$ cat config.mk
export PLATFORM = sky130hd
export DESIGN_NAME = nonce_dispatch
export DESIGN_NICKNAME = d
export VERILOG_FILES = /design/src/rtl/miner_pkg.sv /design/src/rtl/chunk2_pack.sv /design/src/rtl/nonce_dispatch.sv
export SDC_FILE = /design/constraint.sdc
export NUM_CORES = 2
export LEC_CHECK = 0
export CAP_MARGIN = 10
export CORE_AREA = 2 2 488 490
export DETAILED_ROUTE_END_ITERATION = 8
export DIE_AREA = 0 0 490 492
export GPL_ROUTABILITY_DRIVEN = 0
export PLACE_DENSITY = 0.36
export SYNTH_ARGS = -nofsm -noshare
export SYNTH_HDL_FRONTEND = slang
export SYNTH_SLANG_ARGS = --single-unit
$ cat constraint.sdc
create_clock -name clk -period 19.5 [get_ports clk]
set_clock_uncertainty 0.2 [all_clocks]
set_input_delay 3.9 -clock clk [delete_from_list [all_inputs] [get_ports clk]]
set_output_delay 3.9 -clock clk [all_outputs]
set_load 0.02 [all_outputs]
$ cat src/rtl/miner_pkg.sv
// Shared constants and types for the miner datapath: SHA padding, message length,
// second-chunk field offsets and the dispatcher state encoding.
package miner_pkg;

  localparam logic [31:0] SHA_PAD_WORD = 32'h8000_0000;
  localparam int unsigned MSG_LEN_BITS_DEFAULT = 640;

  localparam int unsigned MERKLE_TAIL_MSB = 511;
  localparam int unsigned NTIME_MSB       = 479;
  localparam int unsigned NBITS_MSB       = 447;
  localparam int unsigned NONCE_MSB       = 415;

  typedef enum logic [1:0] {IDLE, RUN, DONE} dispatch_state_t;

endpackage

$ cat src/rtl/chunk2_pack.sv
// Builds the padded second 512-bit SHA-256 chunk of a block header for one nonce.
// NONCE_DISPATCH_BSWAP_EN: place the nonce byte-swapped (raw little-endian header order).
module chunk2_pack
  import miner_pkg::*;
#(
  parameter int unsigned MSG_LEN_BITS = MSG_LEN_BITS_DEFAULT
) (
  input  logic [95:0]  hdr_tail,
  input  logic [31:0]  nonce,
  output logic [511:0] M
);

  logic [31:0] nonce_w;

`ifdef NONCE_DISPATCH_BSWAP_EN
  assign nonce_w = {nonce[7:0], nonce[15:8], nonce[23:16], nonce[31:24]};
`else
  assign nonce_w = nonce;
`endif

  always_comb begin
    M = '0;
    M[MERKLE_TAIL_MSB -: 32] = hdr_tail[95:64];
    M[NTIME_MSB -: 32]       = hdr_tail[63:32];
    M[NBITS_MSB -: 32]       = hdr_tail[31:0];
    M[NONCE_MSB -: 32]       = nonce_w;
    M[NONCE_MSB - 32 -: 32]  = SHA_PAD_WORD;
    M[31:0]                  = 32'(MSG_LEN_BITS);
  end

endmodule

$ cat src/rtl/nonce_dispatch.sv
// Latches one mining job and issues one padded block per cycle to sha_block over a nonce range.
// Optional NONCE_DISPATCH_BSWAP_EN (see chunk2_pack) byte-swaps the nonce word inside M only.
module nonce_dispatch
  import miner_pkg::*;
#(
  parameter int unsigned NONCE_STEP   = 1,
  parameter int unsigned MSG_LEN_BITS = MSG_LEN_BITS_DEFAULT
) (
  input  logic         clk,
  input  logic         reset,
  input  logic         start,
  input  logic         stop,
  input  logic         hold,
  input  logic [255:0] midstate_in,
  input  logic [95:0]  hdr_tail_in,
  input  logic [31:0]  nonce_start,
  input  logic [31:0]  nonce_end,
  output logic         en,
  output logic [31:0]  nonce,
  output logic [511:0] M,
  output logic [255:0] H_prev,
  output logic         busy,
  output logic         done,
  output logic         exhausted,
  output logic [32:0]  issued_cnt
);

  dispatch_state_t state_q;
  logic [95:0]     hdr_q;
  logic [32:0]     end_q;
  // Next nonce to issue; 33 bits so stepping past 32'hFFFFFFFF cannot wrap.
  logic [32:0]     cand_q;
  logic [95:0]     pack_hdr;
  logic [31:0]     pack_nonce;
  logic [511:0]    pack_m;

  always_comb begin
    pack_hdr   = hdr_q;
    pack_nonce = cand_q[31:0];
    if (state_q != RUN) begin
      pack_hdr   = hdr_tail_in;
      pack_nonce = nonce_start;
    end
  end

  chunk2_pack #(
    .MSG_LEN_BITS(MSG_LEN_BITS)
  ) u_pack (
    .hdr_tail(pack_hdr),
    .nonce   (pack_nonce),
    .M       (pack_m)
  );

  always_ff @(posedge clk or posedge reset) begin
    if (reset) begin
      state_q    <= IDLE;
      hdr_q      <= '0;
      end_q      <= '0;
      cand_q     <= '0;
      en         <= 1'b0;
      nonce      <= '0;
      M          <= '0;
      H_prev     <= '0;
      busy       <= 1'b0;
      done       <= 1'b0;
      exhausted  <= 1'b0;
      issued_cnt <= '0;
    end else begin
      case (state_q)
        IDLE, DONE: begin
          if (start) begin
            H_prev     <= midstate_in;
            hdr_q      <= hdr_tail_in;
            end_q      <= {1'b0, nonce_end};
            issued_cnt <= '0;
            en         <= 1'b0;
            if (nonce_start <= nonce_end) begin
              state_q   <= RUN;
              busy      <= 1'b1;
              done      <= 1'b0;
              exhausted <= 1'b0;
              if (!hold) begin
                en         <= 1'b1;
                nonce      <= nonce_start;
                M          <= pack_m;
                issued_cnt <= 33'd1;
                cand_q     <= {1'b0, nonce_start} + 33'(NONCE_STEP);
              end else begin
                cand_q <= {1'b0, nonce_start};
              end
            end else begin
              state_q   <= DONE;
              busy      <= 1'b0;
              done      <= 1'b1;
              exhausted <= 1'b1;
            end
          end
        end
        RUN: begin
          if (stop) begin
            state_q   <= DONE;
            en        <= 1'b0;
            busy      <= 1'b0;
            done      <= 1'b1;
            exhausted <= 1'b0;
          end else if (hold) begin
            en <= 1'b0;
          end else if (cand_q > end_q) begin
            state_q   <= DONE;
            en        <= 1'b0;
            busy      <= 1'b0;
            done      <= 1'b1;
            exhausted <= 1'b1;
          end else begin
            en         <= 1'b1;
            nonce      <= cand_q[31:0];
            M          <= pack_m;
            issued_cnt <= issued_cnt + 33'd1;
            cand_q     <= cand_q + 33'(NONCE_STEP);
          end
        end
        default: state_q <= IDLE;
      endcase
    end
  end

endmodule

==> impl_metrics.csv <==
group,metric,value,unit
outcome,outcome,"complete, no violations",
timing,slew_headroom,26.5,%
final_layout,final_nets,4792,
routing,via_per_inst,3.45,
synthesis,async_flop_share,100,%
critical_path,crit_family,"buffers and inverters",
min_path,min_path_type,"reg -> reg",
routing,vias,26021,
clock_tree,cts_tree,"built",
synthesis,seq_area_frac_synth,47.9,%
synthesis,ys_warn_count,0,
floorplan,start_util,12.9,%
synthesis,synth_edf_count,0,
timing,worst_slack,10400,ps
clock_tree,cts_resized,0,
critical_path,cpMaxStageDelayCell,"buf_4",
routing,post_drt_wl_per_cell,20.5,um
placement,place_ws,9680,ps
clock_tree,ctsHoldBuffers,0,
synthesis,yosys-top-cells-count,"nand2_1 (1,560), dfrtp_1 (585), buf_4 (419)",
power,peakVddDrop,59.7,uV
power,powerDensity,144,nW/um^2
floorplan,ioPinCount,1258,
clock_tree,cts_setup_buffers,0,
critical_path,cp_num_buf_inv,4,
final_layout,final_core_util,18.6,%
floorplan,fp.dieH,492,um
final_layout,area_growth_syn_to_layout,43.8,%
timing,fmax,110,MHz
final_layout,layout-drive-gt1-share,7.05,%
critical_path,cp.depth,12,
synthesis,synth_area_leader_cell,"dfrtp_1",
synthesis,yosysMostFrequentCell,"nand2_1",
floorplan,core,236000,sq um
timing,fin_crit_sh,46.7,%
critical_path,worstPathCellList,"clkdlybuf4s50_1 -> ha_1 -> nand4_1 -> or4_4 -> nand2b_1 -> a31o_1 -> a21o_4 -> o311ai_4 -> buf_4 -> buf_4 -> buf_4 -> mux2_2",
synthesis,synth_area_per_cell,8.69,sq um
synthesis,netlist_area,30600,sq um
timing,hold_viol,0,
power,leakagePower,20.4,nW
clock_tree,cts_buffers,84,
placement,place_hpwl,119,mm
clock_tree,clock-sinks,585,
synthesis,synthTopCellsByArea,"dfrtp_1 (48%), nand2_1 (19%), buf_4 (10%)",
routing,detail-route-antenna-nets,0,
critical_path,worst_setup_path_end_kind,"flop",
placement,portBuffers,876,
final_layout,final.fill_count,26404,
critical_path,reg2reg_to,"M[489]",
routing,drt_iter0_drc,1429,
timing,fin_tns_setup,0,ps
floorplan,rows,179,
critical_path,startpoint_type,"input pin",
critical_path,critPathRequiredTime,19880,ps
critical_path,worst-path-max-fanout,50,
synthesis,ys_ff_latch,585,
synthesis,synth_top_area_share,47.9,%
synthesis,synthCells,3518,
timing,tightest_slew,1090,ps
routing,drtPass1Iterations,5,
global_route,grt_antenna_before_repair,74,
routing,wl,155,mm
critical_path,slowest_delay,830,ps
clock_tree,cts_root_buf,"clkbuf_16",
routing,drc,0,
global_route,grt_max_degree,145,
timing,rsz0062_at_grt,"no",
critical_path,crit_end,"M[489]",
floorplan,die_width,490,um
global_route,grt_pass1_vias,25685,
critical_path,worst_r2r_path_depth,11,
clock_tree,path_clk_slew,60,ps
floorplan,dieArea,241000,sq um
global_route,track_usage,12.5,%
clock_tree,clock_path_buffers,3,
job,timing.max_cap.violations,0,
critical_path,startpoint,"nonce_start[29]",
timing,finalSetupViolCount,0,
clock_tree,h-tree-depth,3,
critical_path,worstSetupPathType,"in -> reg",
critical_path,r2r_setup_slack,13320,ps
critical_path,critPathMostFrequentCell,"buf_4",
synthesis,synth_cell_types,62,
critical_path,r2r-start,"cand_q[28]",
clock_tree,clk_latency,690,ps
power,total_power,6.34,mW
critical_path,crit_arrival,9480,ps
global_route,grt_overflow,0,
timing,final-max-slew-violation-count,0,
synthesis,synthFlopType,"dfrtp_1",
timing,min_period,9100,ps
global_route,grt_pass1_wl,216,mm
min_path,hold_start,"H_prev[229]",
==> worst min-delay path by stage <==
| stage | endpoint | slack (ps) | cells past startpoint |
|---|---|---|---|
| after floorplan | hdr_q[0] | 250 | 2 |
| after global placement | hdr_q[62] | 260 | 2 |
| after detailed placement | H_prev[133] | 260 | 2 |
| after CTS | hdr_q[45] | 280 | 2 |
| after global routing | hdr_q[88] | 290 | 2 |
| final | H_prev[229] | 270 | 2 |
==> stage by stage <==
stage	cell area (sq um)	cells	hold slack, ps
2_1_floorplan	32000	3898	246
3_3_place_gp	41100	7385	256
3_5_place_dp	41100	7385	261
4_1_cts	44000	7538	275
5_1_grt	44000	7539	285
6_report	44000	7545	271
==> sequential cells by signal, summed over array words and instances (netlist names) <==
register	flops
en	1
cand_q	33
issued_cnt	33
done	1
end_q	32
exhausted	1
M	98
state_q	2
hdr_q	96
busy	1
H_prev	256
nonce	31
==> cell type report <==
class	instances	area (sq um)	share of cell area, %
Sequential cell	585	14600	33.3
Multi-Input combinational cell	2653	13200	30.0
Timing Repair Buffer	903	9020	20.5
Tap cell	3167	3960	9.01
Clock buffer	123	2420	5.50
Clock inverter	30	434	0.987
Inverter	77	293	0.666
Antenna cell	7	17.5	0.0398
==> per-layer routing <==
| metal | vias up | GRT usage [%] | wire, um |
|---|---|---|---|
| met2 | 1081 | 20.3 | 71400 |
| met1 | 12617 | 15.8 | 67100 |
| met3 | 236 | 4.55 | 13600 |
| met5 | - | 0 | 114 |
| met4 | 20 | 2.59 | 2710 |
| li1 | 12067 | - | - |
==> kinds of logic after synthesis <==
kind of cell | synth area share [%]
compound gates | 5.08
flops | 47.9
buf+inv | 13.9
fa+ha+maj | 2.74
other cells | 0.0123
xor+xnor | 0.831
mux | 6.22
simple gates | 23.4
==> report_power, final <==
| part | internal, mW | switching, mW | leakage, nW | total [mW] |
|---|---|---|---|---|
| clock network | 0.971 | 0.653 | 1.40 | 1.62 |
| registers | 1.65 | 0.339 | 7.16 | 1.99 |
| logic | 1.12 | 1.61 | 11.9 | 2.73 |
==> tightest hold or removal path, delay by kind of cell (launching register included) <==
kind	cells	cell delay, ps
flip-flops	1	340
AND/OR/NAND/NOR	2	100
==> cell usage in the layout (no fill, tap or decap), drive strengths merged, types with 7 or more instances in the layout <==
cell type,instances
clkinv,15
bufinv,8
and3,17
nand2b,7
mux2i,7
nand4b,7
nand4,37
and2,7
o21ai,100
o22ai,13
o31ai,7
and4,13
nand3,40
ha,67
conb,381
xnor2,17
or4,10
nor2,25
diode,7
mux2,130
nor3,11
or3,18
inv,81
a31oi,29
nand2,1560
buf,27
a21oi,85
dfrtp,585
clkbuf,123
clkdlybuf4s50,876
xor2,12
No activity file was read; power rests on OpenSTA's default activity.
